**config.mk**
```make
export PLATFORM = sky130hd
export DESIGN_NAME = cursor_window_ctrl
export DESIGN_NICKNAME = d
export VERILOG_FILES = /design/src/rtl/cursor_window_ctrl.sv
export SDC_FILE = /design/constraint.sdc
export NUM_CORES = 1
export LEC_CHECK = 0
export BUFFER_PORTS_ARGS = -buffer_cell sky130_fd_sc_hd__buf_2
export CAP_MARGIN = 15
export CELL_PAD_IN_SITES_DETAIL_PLACEMENT = 1
export CELL_PAD_IN_SITES_GLOBAL_PLACEMENT = 2
export CORE_ASPECT_RATIO = 0.5
export CORE_MARGIN = 8
export CORE_UTILIZATION = 30
export CTS_BUF_LIST = sky130_fd_sc_hd__clkbuf_8
export CTS_CLUSTER_SIZE = 28
export DETAILED_ROUTE_END_ITERATION = 10
export PLACE_DENSITY_LB_ADDON = 0.1
export SYNTH_ARGS = -nofsm -noshare
export SYNTH_HDL_FRONTEND = slang
export SYNTH_SLANG_ARGS = --single-unit
```
**constraint.sdc**
```tcl
create_clock -name clk -period 10.7 [get_ports clk]
set_clock_uncertainty 0.2 [all_clocks]
set_input_delay 0.535 -clock clk [delete_from_list [all_inputs] [get_ports clk]]
set_output_delay 0.535 -clock clk [all_outputs]
set_load 0.03 [all_outputs]
```
**src/rtl/cursor_window_ctrl.sv**
```systemverilog
// -----------------------------------------------------------------------------
// cursor_window_ctrl
//
// Cursor / viewport controller for the Game of Life board. Converts debounced
// direction and action levels into an absolute cursor position plus a
// scrolling view window over a GRID_W x GRID_H board. It provides:
//   - a repeat FSM (IDLE / DELAY / REPEAT) for auto-repeat on held directions
//   - cursor mode (follow-scroll, clamp or wrap at the edges)
//   - pan mode (window moves, cursor keeps its offset in the window)
//   - centre, home and a cell-toggle strobe
//
// Optional build feature: define CURSOR_BLINK_EN to build the blink counter.
// Without it, cur_blink is constant 1.
//
// Ports:
//   clk, rst        rising-edge clock, asynchronous active-high reset
//   mode            0 = cursor move, 1 = window pan
//   win_ctrl_cmd    levels: [0] up [1] down [2] left [3] right
//                           [4] centre [5] home [6] toggle cell
//   view_width/_height  requested window size (clamped to 1..GRID)
//   win_x, win_y    window top-left corner
//   cur_x, cur_y    absolute cursor position
//   toggle_valid/_x/_y  one-cycle toggle strobe with its cell coordinate
//   cur_blink       cursor visibility for the renderer
//
// Strobe semantics: toggle_valid is a push-only strobe with no ready. It is
// high for exactly one cycle per rising edge of cmd[6], and toggle_x/toggle_y
// are valid in that cycle and hold their value until the next strobe.
//
// The repeat FSM state is visible on the internal signal rpt_state.
// -----------------------------------------------------------------------------
module cursor_window_ctrl #(
  parameter int COORD_W      = 5,
  parameter int GRID_W       = 32,
  parameter int GRID_H       = 32,
  parameter int REPEAT_DELAY = 8,
  parameter int REPEAT_RATE  = 4,
  parameter int WRAP         = 0,
  parameter int BLINK_DIV    = 16
) (
  input  logic               clk,
  input  logic               rst,
  input  logic               mode,
  input  logic [6:0]         win_ctrl_cmd,
  input  logic [COORD_W:0]   view_width,
  input  logic [COORD_W:0]   view_height,
  output logic [COORD_W-1:0] win_x,
  output logic [COORD_W-1:0] win_y,
  output logic [COORD_W-1:0] cur_x,
  output logic [COORD_W-1:0] cur_y,
  output logic               toggle_valid,
  output logic [COORD_W-1:0] toggle_x,
  output logic [COORD_W-1:0] toggle_y,
  output logic               cur_blink
);

  // Arithmetic width: one extra bit holds GRID (which may be 2^COORD_W),
  // and a second extra bit gives headroom for the sums below.
  localparam int AW     = COORD_W + 2;
  localparam int RMAX   = (REPEAT_DELAY > REPEAT_RATE) ? REPEAT_DELAY : REPEAT_RATE;
  localparam int CNT_W  = $clog2(RMAX) + 1;

  typedef enum logic [1:0] {
    IDLE   = 2'd0,
    DELAY  = 2'd1,
    REPEAT = 2'd2
  } rpt_state_t;

  rpt_state_t       rpt_state;
  logic [CNT_W-1:0] rpt_cnt;

  // Edge detection. A bit only produces a rising edge once it has been seen
  // low after reset (armed), so a key held through reset is ignored until
  // it is released.
  logic [6:0] cmd_q;
  logic [6:0] armed;
  logic [6:0] rise;
  logic [3:0] dir;
  logic       step;

  assign rise = win_ctrl_cmd & ~cmd_q & armed;
  assign dir  = win_ctrl_cmd[3:0];

  // A step fires on any new direction edge, or when the running counter
  // expires. Nothing fires once all directions are released.
  assign step = (dir != 4'd0) &&
                ((rise[3:0] != 4'd0) || ((rpt_state != IDLE) && (rpt_cnt == '0)));

  // ---------------------------------------------------------------------------
  // Per-axis helpers
  // ---------------------------------------------------------------------------
  function automatic logic [AW-1:0] clamp_v(input logic [COORD_W:0] req,
                                            input logic [AW-1:0]    grid);
    logic [AW-1:0] r;
    r = AW'(req);
    if (r == '0)
      return AW'(1);
    else if (r > grid)
      return grid;
    else
      return r;
  endfunction

  // Restore the window invariant: clamp win to GRID-V, then follow the cursor.
  function automatic void normalize(input  logic [AW-1:0] c,
                                    input  logic [AW-1:0] w,
                                    input  logic [AW-1:0] v,
                                    input  logic [AW-1:0] g,
                                    output logic [AW-1:0] w_o);
    w_o = (w > g - v) ? g - v : w;
    if (c < w_o)
      w_o = c;
    else if (c > w_o + v - AW'(1))
      w_o = c - v + AW'(1);
  endfunction

  function automatic logic [AW-1:0] centre_win(input logic [AW-1:0] c,
                                               input logic [AW-1:0] v,
                                               input logic [AW-1:0] g);
    logic [AW-1:0] t;
    t = (c >= (v >> 1)) ? c - (v >> 1) : '0;
    return (t > g - v) ? g - v : t;
  endfunction

  // One direction step on one axis. Opposite directions cancel.
  function automatic void step_axis(input  logic [AW-1:0] c,
                                    input  logic [AW-1:0] w,
                                    input  logic [AW-1:0] v,
                                    input  logic [AW-1:0] g,
                                    input  logic          dec,
                                    input  logic          inc,
                                    input  logic          pan,
                                    output logic [AW-1:0] c_o,
                                    output logic [AW-1:0] w_o);
    c_o = c;
    w_o = w;
    if (dec != inc) begin
      if (pan) begin
        // Pan moves window and cursor together; a clamped window blocks both.
        if (inc && (w < g - v)) begin
          w_o = w + AW'(1);
          c_o = c + AW'(1);
        end else if (dec && (w != '0)) begin
          w_o = w - AW'(1);
          c_o = c - AW'(1);
        end
      end else begin
        if (inc)
          c_o = (c == g - AW'(1)) ? ((WRAP != 0) ? '0 : c) : c + AW'(1);
        else
          c_o = (c == '0) ? ((WRAP != 0) ? g - AW'(1) : c) : c - AW'(1);
        normalize(c_o, w, v, g, w_o);
      end
    end
  endfunction

  // ---------------------------------------------------------------------------
  // Next-state datapath
  // ---------------------------------------------------------------------------
  logic [AW-1:0] gw, gh, vw, vh;
  logic [AW-1:0] cx, cy, wx_n, wy_n;
  logic [AW-1:0] nx_cx, nx_cy, nx_wx, nx_wy;

  assign gw = AW'(GRID_W);
  assign gh = AW'(GRID_H);
  assign cx = AW'(cur_x);
  assign cy = AW'(cur_y);

  always_comb begin
    vw    = clamp_v(view_width, gw);
    vh    = clamp_v(view_height, gh);
    wx_n  = '0;
    wy_n  = '0;
    // Window size may have changed since last cycle: fix the invariant on
    // the current position first, then apply this cycle's command to it.
    normalize(cx, AW'(win_x), vw, gw, wx_n);
    normalize(cy, AW'(win_y), vh, gh, wy_n);
    nx_cx = cx;
    nx_cy = cy;
    nx_wx = wx_n;
    nx_wy = wy_n;
    if (rise[5]) begin
      nx_cx = '0;
      nx_cy = '0;
      nx_wx = '0;
      nx_wy = '0;
    end else if (rise[4]) begin
      nx_wx = centre_win(cx, vw, gw);
      nx_wy = centre_win(cy, vh, gh);
    end else if (step) begin
      step_axis(cx, wx_n, vw, gw, dir[2], dir[3], mode, nx_cx, nx_wx);
      step_axis(cy, wy_n, vh, gh, dir[0], dir[1], mode, nx_cy, nx_wy);
    end
  end

  // ---------------------------------------------------------------------------
  // Edge-detect registers and repeat FSM
  // ---------------------------------------------------------------------------
  always_ff @(posedge clk or posedge rst) begin
    if (rst) begin
      cmd_q     <= '0;
      armed     <= '0;
      rpt_state <= IDLE;
      rpt_cnt   <= '0;
    end else begin
      cmd_q <= win_ctrl_cmd;
      armed <= armed | ~win_ctrl_cmd;
      if (dir == 4'd0) begin
        rpt_state <= IDLE;
        rpt_cnt   <= '0;
      end else if (rise[3:0] != 4'd0) begin
        rpt_state <= DELAY;
        rpt_cnt   <= CNT_W'(REPEAT_DELAY - 1);
      end else if (rpt_state != IDLE) begin
        if (rpt_cnt == '0) begin
          rpt_state <= REPEAT;
          rpt_cnt   <= CNT_W'(REPEAT_RATE - 1);
        end else begin
          rpt_cnt <= rpt_cnt - CNT_W'(1);
        end
      end
    end
  end

  // ---------------------------------------------------------------------------
  // Position and toggle registers
  // ---------------------------------------------------------------------------
  always_ff @(posedge clk or posedge rst) begin
    if (rst) begin
      cur_x        <= '0;
      cur_y        <= '0;
      win_x        <= '0;
      win_y        <= '0;
      toggle_valid <= 1'b0;
      toggle_x     <= '0;
      toggle_y     <= '0;
    end else begin
      cur_x <= COORD_W'(nx_cx);
      cur_y <= COORD_W'(nx_cy);
      win_x <= COORD_W'(nx_wx);
      win_y <= COORD_W'(nx_wy);
      // Capture the pre-move cursor so a toggle pressed together with a
      // direction hits the cell the user was looking at.
      toggle_valid <= rise[6];
      if (rise[6]) begin
        toggle_x <= cur_x;
        toggle_y <= cur_y;
      end
    end
  end

  // ---------------------------------------------------------------------------
  // Cursor blink
  // ---------------------------------------------------------------------------
`ifdef CURSOR_BLINK_EN
  localparam int BW = $clog2(BLINK_DIV + 1) + 1;
  logic [BW-1:0] blink_cnt;
  logic          cur_moved;

  assign cur_moved = (nx_cx != cx) || (nx_cy != cy);

  always_ff @(posedge clk or posedge rst) begin
    if (rst) begin
      blink_cnt <= '0;
      cur_blink <= 1'b1;
    end else if (cur_moved) begin
      // Keep the cursor visible while it is moving.
      blink_cnt <= '0;
      cur_blink <= 1'b1;
    end else if (blink_cnt == BW'(BLINK_DIV - 1)) begin
      blink_cnt <= '0;
      cur_blink <= ~cur_blink;
    end else begin
      blink_cnt <= blink_cnt + BW'(1);
    end
  end
`else
  // Blink disabled: cursor always visible. BLINK_DIV only matters when the
  // blink counter is built.
  assign cur_blink = (BLINK_DIV > 0) | 1'b1;
`endif

endmodule

```
==> impl_metrics.toml <==
[sta]
final_hold_viol_count = 0
fin_setup_tns_ns = 0
setup_violations = 0
period_minus_slack_ns = 10.02
fmax_mhz = 99.8
fin_crit_sh_pct = 93.6
whs_ns = 0.138
slew_viol_final = 0
rsz0062_at_grt = "yes"
max-slew-margin-rel_pct = 29.9
worst_slew_pin_slew_ns = 1.05

[detailed_routing]
dr.pass1.iters = 7
vias = 8957
viasPerCell = 5.38
dr.first_iter.drc_count = 464
drc = 0
wl_per_cell_um = 19.9
drtAntennaViolNets = 0
totalWireLength_um = 33200

[worst_hold_path]
hold_class = "input pin to flip-flop"
min-delay-start = "win_ctrl_cmd[4]"

[cells_and_area]
stdcell_count = 1664
layout-drive-gt1-share_pct = 14.8
final_util_pct = 34.6
areaGrowthSynthToFinish_pct = 13.8
diodes = 0
nets = 1466

[setup_path]
crit_type = "input pin to flip-flop"
required_ns = 10.73
rr_startpoint = "win_x[0]"
arrival_ns = 10.05
cp_slowest_cell = "fa_1"
max_stage_delay_ns = 0.47
path_common_cell = "ha_1"
crit_start = "view_width[1]"
cp-start-kind = "input pin"
critPathBufInv = 9
setup.worst_path.end_class = "flip-flop"
cpLargestDelayFamily = "compound AO/OA/AOI/OAI gates"
worstPathMaxFanout = 9

[global_routing]
gr-usage-all-layers_pct = 17.6
grt_pass1_vias = 9286
overflow = 0
antenna_found_initial = 1
grt_max_degree = 52
grt_pass1_wl_um = 52700

[clock_network]
clock_tree.root_cell = "clkbuf_8"
cts_tree = "yes"
ctsHoldBuffers = 0
numCtsBuffers = 5
clkTransAtPathRegs_ns = 0.10
cts_sinks = 51
htreeDepth = 2
clkLatencyLatePin_ns = 0.32
ctsLongestPathBuffers = 2

[synthesis]
synth_top_flop_cell = "dfrtp_1"
avgSynthCellArea_um2 = 7.84
yosysSeqAreaShare_pct = 13.9
syn_inst = 1172
synth_area_um2 = 9190
yosysWarnings = 0
synth_cell_types = 99
ys_ff_latch = 51
synth-edff-count = 0
synthArstFlopShare_pct = 100

[flow_run]
drv_cap = 0

[die]
die_w_um = 264
start_util_pct = 30.4
dieArea_um2 = 36800
rows = 45
core_um2 = 30200
die_y_um = 140
io_pins = 54

[place]
dp_hpwl_um = 26900
portBuffers = 52
place.gp.congestion = 0.844
dp.cells = 1655

[run_status]
status = "finished clean"
[cell usage after synthesis, drive strengths merged, types with 5 or more instances]
cell,n,area [µm²]
a211oi,11,92.6
and3,7,43.8
nor2b,18,113
or2,8,50.1
o21bai,6,45.0
maj3,8,82.6
fa,10,200
xnor2,29,273
a21oi,89,453
nor4,9,56.3
nor2,90,343
and2,10,63.8
nand2,95,357
a211o,6,53.8
o31ai,10,75.1
nand3,38,195
o21a,6,45.0
a221oi,5,43.8
o2111ai,5,43.8
ha,170,2130
o21ai,57,304
inv,139,522
xor2,20,175
o211ai,11,82.6
nand4,9,56.3
a21o,29,218
nand3b,5,37.5
buf,10,67.6
nor3,25,130
clkbuf,17,68.8
mux2,16,188
a31oi,10,62.6
dfrtp,51,1280
mux2i,33,334
or3,12,80.1
or4,5,37.5
a31o,5,43.8
nand2b,17,114
[worst register-to-register path: cells and delay by family (launching register included)]
family	cells	cell delay, ns
AO/OA/AOI/OAI	14	2.40
XOR/XNOR	1	0.17
adder cells (fa/ha/maj)	11	3.43
buffers and inverters	7	0.62
flip-flops	1	0.48
multiplexers	1	0.33
AND/OR/NAND/NOR	12	1.95
[routing by layer]
metal  share of wire (%)  vias to the layer above  wire [µm]  global-route usage (%)
li1                    -                     4388          -                       -
met1                  50                     4438      16600                    24.3
met2                  47                      109      15400                    30.0
met3                 2.5                       22        827                    1.76
met4                0.91                        0        303                    2.64
met5                   0                        -          0                       0
[metrics by stage]
stage	cell area (µm²)	setup slack (ns)
after floorplan	9210	0.495
after global placement	10200	0.336
after detailed placement	10200	0.0753
after CTS	10300	0.363
after global routing	10500	-0.0585
final	10500	0.682
[placed cells by master (no fill, tap or decap), types with 5 or more instances in the layout]
| cell type | Yosys | routed |
|---|---|---|
| or4_1 | 5 | 5 |
| a21o_1 | 29 | 29 |
| or2_2 | 8 | 8 |
| o31ai_1 | 10 | 10 |
| nand4_1 | 9 | 9 |
| clkbuf_8 | 0 | 5 |
| and2_1 | 7 | 7 |
| ha_1 | 170 | 170 |
| dfrtp_1 | 51 | 51 |
| nor2b_1 | 18 | 18 |
| nor2_1 | 88 | 88 |
| mux2_2 | 12 | 12 |
| xor2_1 | 20 | 20 |
| buf_2 | 3 | 52 |
| mux2i_1 | 32 | 32 |
| o2111ai_1 | 5 | 5 |
| a31o_2 | 5 | 5 |
| inv_1 | 137 | 137 |
| nand3b_1 | 5 | 5 |
| xnor2_1 | 28 | 28 |
| a21oi_1 | 87 | 85 |
| conb_1 | 1 | 7 |
| a31oi_1 | 10 | 9 |
| o211ai_1 | 11 | 11 |
| nor3_1 | 24 | 22 |
| o21ai_0 | 52 | 50 |
| maj3_1 | 6 | 6 |
| o21a_1 | 6 | 6 |
| or3_1 | 11 | 10 |
| buf_4 | 3 | 54 |
| nand2_1 | 95 | 95 |
| a211o_1 | 5 | 5 |
| and3_1 | 7 | 7 |
| nand3_1 | 37 | 37 |
| nand2b_1 | 16 | 16 |
| fa_1 | 10 | 10 |
| a211oi_1 | 9 | 7 |
| nor4_1 | 9 | 5 |
| o21bai_1 | 6 | 6 |
[registers in the layout, summed over array words and instances (netlist names)]
name	count
cur_x	5
cmd_q	7
win_x	5
win_y	5
rpt_cnt	4
armed	7
toggle_x	5
cur_y	5
toggle_valid	1
toggle_y	5
rpt_state	2
[final cells by class]
cell class,instances,area (µm²)
multi-input combinational,960,7400
tap,399,499
sequential,51,1280
clock buffer,5,68.8
inverter,140,526
timing repair buffer,106,666
fill,3670,19800
clock inverter,3,20.0
[final timing paths]
| kind | end | slack [ns] | cells after the start |
|---|---|---|---|
| worst max register to register | win_x[2] | 1.03 | 46 |
| worst min-delay path | cmd_q[4] | 0.14 | 1 |
| worst min register to register | armed[2] | 0.27 | 2 |
| max in group asynchronous | armed[5] | 9.62 | 3 |
| min in group asynchronous | toggle_x[4] | 0.21 | 3 |
| worst max-delay path | win_x[2] | 0.68 | 51 |
[what timing repair did]
item	4_1_cts	5_1_grt
buffers inserted	0	1
gates resized for setup	0	24
endpoints found under the setup margin	0	10
hold endpoints to repair	0	0
[kinds of logic after synthesis]
kind of cell | Yosys count | synth area share (%)
simple gates | 366 | 20.0
compound gates | 301 | 22.1
fa+ha+maj | 188 | 26.2
buf+inv | 167 | 7.20
flops | 51 | 13.9
xor+xnor | 49 | 4.87
mux | 49 | 5.68
other cells | 1 | 0.0408
Power is left out: the tool's default activity adds up to more than one toggle a clock period on the data nets, which glitch-free logic cannot reach.
